### src/rtl/mod31_slot_arbiter.sv
// mod31_slot_arbiter: time-division arbiter over a 31-slot frame.
// Each slot has a programmable owner. The owner is granted when it requests.
// Otherwise the slot is reclaimed round-robin among the other requesters.
// A stop request always lets the current frame run to completion.
module mod31_slot_arbiter #(
  parameter int NREQ = 4,
  parameter int IDW  = 2
) (
  input  logic            clk,
  input  logic            rst,
  input  logic            start,
  input  logic            stop,
  input  logic            cfg_we,
  input  logic [4:0]      cfg_slot,
  input  logic [IDW-1:0]  cfg_owner,
  input  logic [NREQ-1:0] req,
  output logic [NREQ-1:0] gnt,
  output logic            gnt_valid,
  output logic [4:0]      slot,
  output logic            frame_tick,
  output logic            busy
);

  localparam int unsigned NREQ_U = NREQ;
  localparam logic [4:0]  LAST_SLOT = 5'd30;

  typedef enum logic [1:0] {S_IDLE, S_RUN, S_DRAIN} state_t;

  state_t          r_state;
  state_t          w_state_nxt;
  logic [4:0]      r_slot;
  logic [4:0]      w_slot_nxt;
  logic            r_frame_tick;
  logic            w_frame_tick_nxt;
  logic [IDW-1:0]  r_rr_ptr;
  logic [IDW-1:0]  w_rr_nxt;
  logic [IDW-1:0]  r_table [0:30];

  logic            w_active;
  logic            w_last;
  logic [IDW-1:0]  w_owner;
  logic [IDW-1:0]  w_idx;
  logic [IDW-1:0]  w_winner;
  logic            w_found;
  logic            w_reclaim;
  logic [NREQ-1:0] w_gnt;
  logic            w_cfg_ok;

  assign w_active = (r_state != S_IDLE);
  assign w_last   = (r_slot == LAST_SLOT);
  assign w_owner  = r_table[r_slot];
  assign w_cfg_ok = cfg_we && (cfg_slot <= LAST_SLOT) &&
                    ({{(32-IDW){1'b0}}, cfg_owner} < NREQ_U);

  // Next-state, slot counter and frame-tick decode.
  always_comb begin
    w_state_nxt = r_state;
    case (r_state)
      S_IDLE:  if (start && !stop) w_state_nxt = S_RUN;
      S_RUN:   if (stop) w_state_nxt = w_last ? S_IDLE : S_DRAIN;
      S_DRAIN: if (w_last) w_state_nxt = S_IDLE;
      default: w_state_nxt = S_IDLE;
    endcase

    // The first RUN cycle keeps slot 0, so the counter only advances once running.
    w_slot_nxt = '0;
    if (w_state_nxt != S_IDLE && w_active)
      w_slot_nxt = w_last ? '0 : r_slot + 5'd1;

    w_frame_tick_nxt = (r_state == S_RUN) && (w_state_nxt == S_RUN) && w_last;
  end

  // Grant selection: slot owner first, else round-robin reclaim from r_rr_ptr.
  always_comb begin
    w_gnt     = '0;
    w_found   = 1'b0;
    w_winner  = '0;
    w_idx     = '0;
    w_reclaim = 1'b0;
    w_rr_nxt  = r_rr_ptr;
    if (w_active) begin
      if (req[w_owner]) begin
        w_gnt[w_owner] = 1'b1;
      end else begin
        for (int unsigned i = 0; i < NREQ_U; i++) begin
          w_idx = IDW'((32'(r_rr_ptr) + i) % NREQ_U);
          if (!w_found && req[w_idx]) begin
            w_found  = 1'b1;
            w_winner = w_idx;
          end
        end
        if (w_found) begin
          w_gnt[w_winner] = 1'b1;
          w_reclaim       = 1'b1;
          w_rr_nxt        = IDW'((32'(w_winner) + 32'd1) % NREQ_U);
        end
      end
    end
  end

  // State, counters, round-robin pointer and owner table.
  always_ff @(posedge clk) begin
    if (rst) begin
      r_state      <= S_IDLE;
      r_slot       <= '0;
      r_frame_tick <= 1'b0;
      r_rr_ptr     <= '0;
      for (int unsigned s = 0; s < 31; s++)
        r_table[s] <= IDW'(s % NREQ_U);
    end else begin
      r_state      <= w_state_nxt;
      r_slot       <= w_slot_nxt;
      r_frame_tick <= w_frame_tick_nxt;
      if (w_reclaim)
        r_rr_ptr <= w_rr_nxt;
      if (w_cfg_ok)
        r_table[cfg_slot] <= cfg_owner;
    end
  end

  assign gnt        = w_gnt;
  assign gnt_valid  = |w_gnt;
  assign slot       = r_slot;
  assign frame_tick = r_frame_tick;
  assign busy       = w_active;

endmodule

### config.mk
export PLATFORM = sky130hd
export DESIGN_NAME = mod31_slot_arbiter
export DESIGN_NICKNAME = d
export VERILOG_FILES = /design/src/rtl/mod31_slot_arbiter.sv
export SDC_FILE = /design/constraint.sdc
export NUM_CORES = 1
export LEC_CHECK = 0
export BUFFER_PORTS_ARGS = -buffer_cell sky130_fd_sc_hd__buf_2
export CAP_MARGIN = 5
export CORE_MARGIN = 2
export CORE_UTILIZATION = 55
export CTS_CLUSTER_DIAMETER = 80
export DETAILED_ROUTE_END_ITERATION = 6
export PLACE_DENSITY = 0.81
export SLEW_MARGIN = 20
export SYNTH_ARGS = -nofsm -noshare
export SYNTH_HDL_FRONTEND = slang
export SYNTH_SLANG_ARGS = --single-unit
### constraint.sdc
create_clock -name clk -period 2.8 [get_ports clk]
set_input_delay 0.56 -clock clk [delete_from_list [all_inputs] [get_ports clk]]
set_output_delay 0.56 -clock clk [all_outputs]
set_load 0.005 [all_outputs]
# Word-level counts from Yosys, hierarchy flattened
# Memories as Yosys holds them, arrays and structs flattened. A register that Yosys moved wholly into a read port is not among the register bits.
# Index checks and enable logic that the tools add are counted.
[op_classes]
mux = 52
reduce_logical = 21
n_eq_ne = 4
add_sub_neg = 5
bitwise = 2
order_cmp = 9
[op_table]
columns = ["op", "n"]
rows = [
  ["2-to-1 mux 1 bit", 28],
  ["2-to-1 mux 2 bit", 11],
  ["less-than comparator 2 x 3 -> 1 bit (second input constant)", 6],
  ["2-to-1 mux 4 bit", 3],
  ["binary-select mux 1 bit (select 2 bit)", 5],
  ["logical AND 1 bit", 10],
  ["2-to-1 mux 5 bit", 2],
  ["one-hot mux 2 bit (3 select lines)", 1],
  ["adder 5 x 1 -> 5 bit (second input constant)", 1],
  ["== test 5 bit (second input constant)", 1],
  ["<= comparator 5 bit (second input constant)", 1],
  ["adder 2 x 1 -> 2 bit (second input constant)", 2],
  ["adder 2 bit (second input constant)", 2],
  ["demux 1 bit (select 2 bit)", 2],
  ["== test 2 x 1 -> 1 bit (second input constant)", 2],
  ["greater-or-equal comparator 2 x 1 -> 1 bit (second input constant)", 2],
  ["zero test 1 bit", 4],
  ["AND reduction 4 bit", 1],
  ["nonzero test 2 bit", 2],
  ["OR reduction 4 bit", 1],
  ["OR reduction 3 bit", 1],
  ["== test 2 bit (second input constant)", 1],
  ["zero test 2 bit", 1],
  ["inverter 1 bit", 2],
  ["OR reduction 2 bit", 1],
]
[word_totals]
n_memories = 1
ff_bits = 10
elab_cells = 98
out_inout_bits = 12
mem_bits_rw = 62
inputBits = 16
[mem_list]
columns = ["memory", "words", "word_bits", "rd", "rd_ports_with_merged_regs", "write_ports", "line_no", "rtl"]
rows = [
  ["r_table", 31, 2, 1, 1, 31, "37", "logic [IDW-1:0] r_table [0:30];"],
]

# Depth between registers and ports, before layout
[depth]
word_depth = 28
depth_mapped = 9
depth_no_buf = 7

# Worst setup path after synthesis
# Ideal clock, no wire load.
[synth_path]
kind = "register to output"
startpoint = "reg slot[1] (netlist name)"
endpoint = "out gnt[0]"
setup_slack_ps = 34
path_stages_with_launch = 9
arrival_ps = 2206
path_buffers = 1
cell_sequence = "dfxtp_1 buf_6 mux4_2 and2_1 a2111oi_4 a211o_2 o2111ai_1 a211oi_1 a31o_1"
[synth_lines]
columns = ["element", "line_no", "rtl"]
rows = [
  ["to (decl)", "17", "output logic [NREQ-1:0] gnt,"],
]

==> flow_summary.toml <==
[clock_network]
cts_tree = "built"
cts_root_buf = "clkbuf_8"
path_clk_slew_ns = 0.08
clockBufferDepth = 2
htree_levels = 3
insertion_delay_ns = 0.36
numCtsBuffers = 9
clock-sinks = 74

[finish]
final_cell_count_no_fill = 485
nNetsFinal = 399
multiInputGateArea_um2 = 1820
regArea_um2 = 2130
n_antenna_cell = 0
num-fill-cells = 536
synthToLayoutAreaGrowth_pct = 17.2
drive_gt1_frac = 0.282

[power]
power.net_switching_mw = 0.595
vdd_ir_drop_max_mv = 0.425
clkPwrFrac = 0.406
internal_power_mw = 1.95
powerDensity_nw_per_um2 = 539
p_comb_frac = 0.093
swShare = 0.234
p_leak_nw = 1.91
seqPwrFrac = 0.501

[global_routing]
grt-busiest-layer = "met2"
grt_pass1_vias = 2721
grt_overflow = 0
grt_max_degree = 39
grtUsageTotal = 0.241
grt_util_met1 = 0.315
grt_pass1_wl_um = 14000
use_met3 = 0.0548
met2_usage = 0.405
antenna_found_initial = 0

[drt]
firstDrtPassIters = 5
ant_nets = 0
wl_um = 9130
route.detailed.wl_per_inst_um = 18.8
viasPerCell = 5.92
vias = 2872
drt_iter0_drc = 246
route.detailed.drc = 0

[sta]
slew_headroom = 0.626
finalMaxSlewViolations = 0
hold_viol = 0
rsz0062_at_grt = "true"
worst_pin_slew_ns = 0.559
finalCritPeriodShare = 1.15
setup_viol = 4
setup_slack_ns = -0.411
layout_min_cycle_time_ns = 3.21
whs_ns = 0.386
fmax_mhz = 311
fin_skew_ns = 0.00454

[hold_path]
min_from = "start"
whs_path_depth = 2
min_to = "r_state[0]"
hp-class = "in -> reg"

[floorplan]
start_util = 0.562
fp.coreArea_um2 = 7180
dieArea_um2 = 8030
io_pins = 28
die_w_um = 89.6
die_y_um = 89.6
rows = 31

[critical_path]
worstPathRequired_ns = 2.24
worstReg2RegStart = "slot[1]"
path_cells = "mux4_2 -> nor4_2 -> or4_4 -> o31ai_4 -> o2111ai_4 -> a211oi_2 -> a31o_1 -> buf_2"
cpPeakStageDelay_ns = 0.59
crit_arrival_ns = 2.65
cp_max_fo = 10
worstSetupStartpointType = "flip-flop"
reg2reg_setup_slack_ns = 0.15
reg2reg_depth = 11
critPathKind = "reg -> out"
rr_endpoint = "r_rr_ptr[1]"
crit_path_end_kind = "primary output"
crit_path_top_delay_cell = "or4_4"

[placement]
gp_congestion = 0.815
port_buffers = 27
detailed_place_hpwl_um = 6300
dp.cells = 468

[synthesis]
ys_top_cells_by_area = "edfxtp_1 48%, mux4_2 6.1%, dfxtp_1 5.0%"
synth_area_um2 = 4030
async_flop_share = 0
ys_seq_area_frac = 0.526
ys.flop_type = "edfxtp_1"
syn-mean-instance-area_um2 = 11.9
synth_edf_count = 64
netlist_instances = 339
ys_ff_latch = 74
yosys.area.top_type = "edfxtp_1"
ys_warn_count = 0
synth_common_cells = "64 x edfxtp_1, 31 x nand2_1, 29 x and3_1"
yosysUniqueCellTypes = 59
synth_top_area_share = 0.477
post-synth-top-count-cell = "edfxtp_1"

[run_status]
status = "finished with violations"
violations = "setup timing"

[flow_run]
drv_cap = 0
[placed cells by master, fill, tap and decap left out, types with 10 or more instances in the layout]
| master | instances |
|---|---|
| nand2_1 | 31 |
| edfxtp_1 | 64 |
| mux4_2 | 11 |
| and3_1 | 29 |
| or3_1 | 10 |
| nor2_1 | 20 |
| buf_4 | 28 |
| a21o_1 | 22 |
| buf_2 | 27 |
[layout make-up]
type                       count  share of cell area
clock buffer                   9              0.0262
clock inverter                 7              0.0262
inverter                       6             0.00503
multi-input combinational    233               0.386
sequential                    74               0.451
tap                           99              0.0262
timing repair buffer          57              0.0797
[what timing repair did]
action / in CTS / in global routing
resized for setup: 16 / 3
endpoints found under the hold margin: 0 / 0
setup buffers: 1 / 1
endpoints found under the setup margin: 4 / 4
pin swaps: 6 / 0
hold buffers: 0 / 0
[worst max path at each step]
stage / end / startpoint / slack [ns]
2_1_floorplan: gnt[0] / slot[1] / 0.03
3_3_place_gp: gnt[0] / slot[1] / -0.05
3_5_place_dp: gnt[0] / slot[1] / -0.08
4_1_cts: gnt[3] / slot[1] / -0.35
5_1_grt: gnt[0] / slot[1] / -0.50
6_report: gnt[0] / slot[1] / -0.41
[state kept, by name, summed over array words and instances (netlist names)]
signal	cells
r_rr_ptr	2
r_state	2
r_table	64
frame_tick	1
slot	5
[power groups by stage]
stage	combinational [mW]	clock, mW	sequential [mW]
floorplan	0.151	0	1.28
global placement	0.211	0	1.30
detailed placement	0.219	0	1.30
CTS	0.231	1.05	1.28
global route	0.258	1.08	1.28
finish	0.238	1.03	1.28
[cells by family (layout without fill, tap and decap cells)]
family,count (synthesis),after routing,synth area share
other cells,1,2,0.000930
xor+xnor,3,3,0.00652
mux,24,24,0.107
flops,74,74,0.526
compound gates,48,48,0.0977
buf+inv,33,79,0.0431
fa+ha+maj,2,2,0.00620
simple gates,154,154,0.213
[worst max-delay path, delay by kind of cell (launching register included)]
kind                   cells  cell delay (ns)
multiplexers               1             0.36
buffers and inverters      1             0.10
flip-flops                 1             0.40
AO/OA/AOI/OAI              4             0.80
AND/OR/NAND/NOR            2             0.64
[metal layers]
layer / up-vias / routed length (um) / share of wire
li1: 1353 / - / -
met1: 1417 / 3910 / 0.43
met2: 94 / 4630 / 0.51
met3: 8 / 477 / 0.052
met4: 0 / 100 / 0.011
met5: - / 0 / 0
[per-stage QoR]
| step | area [um2] | util | total power [mW] | setup TNS, ns | setup slack [ns] |
|---|---|---|---|---|---|
| 2_1_floorplan | 4040 | - | 1.43 | 0 | 0.0343 |
| 3_3_place_gp | 4390 | 0.612 | 1.51 | -0.0462 | -0.0462 |
| 3_5_place_dp | 4390 | 0.612 | 1.52 | -0.157 | -0.0835 |
| 4_1_cts | 4700 | 0.655 | 2.56 | -1.27 | -0.352 |
| 5_1_grt | 4720 | 0.658 | 2.62 | -1.73 | -0.502 |
| 6_report | 4720 | 0.658 | 2.55 | -1.37 | -0.411 |
Power figures use the tool's default switching activity.
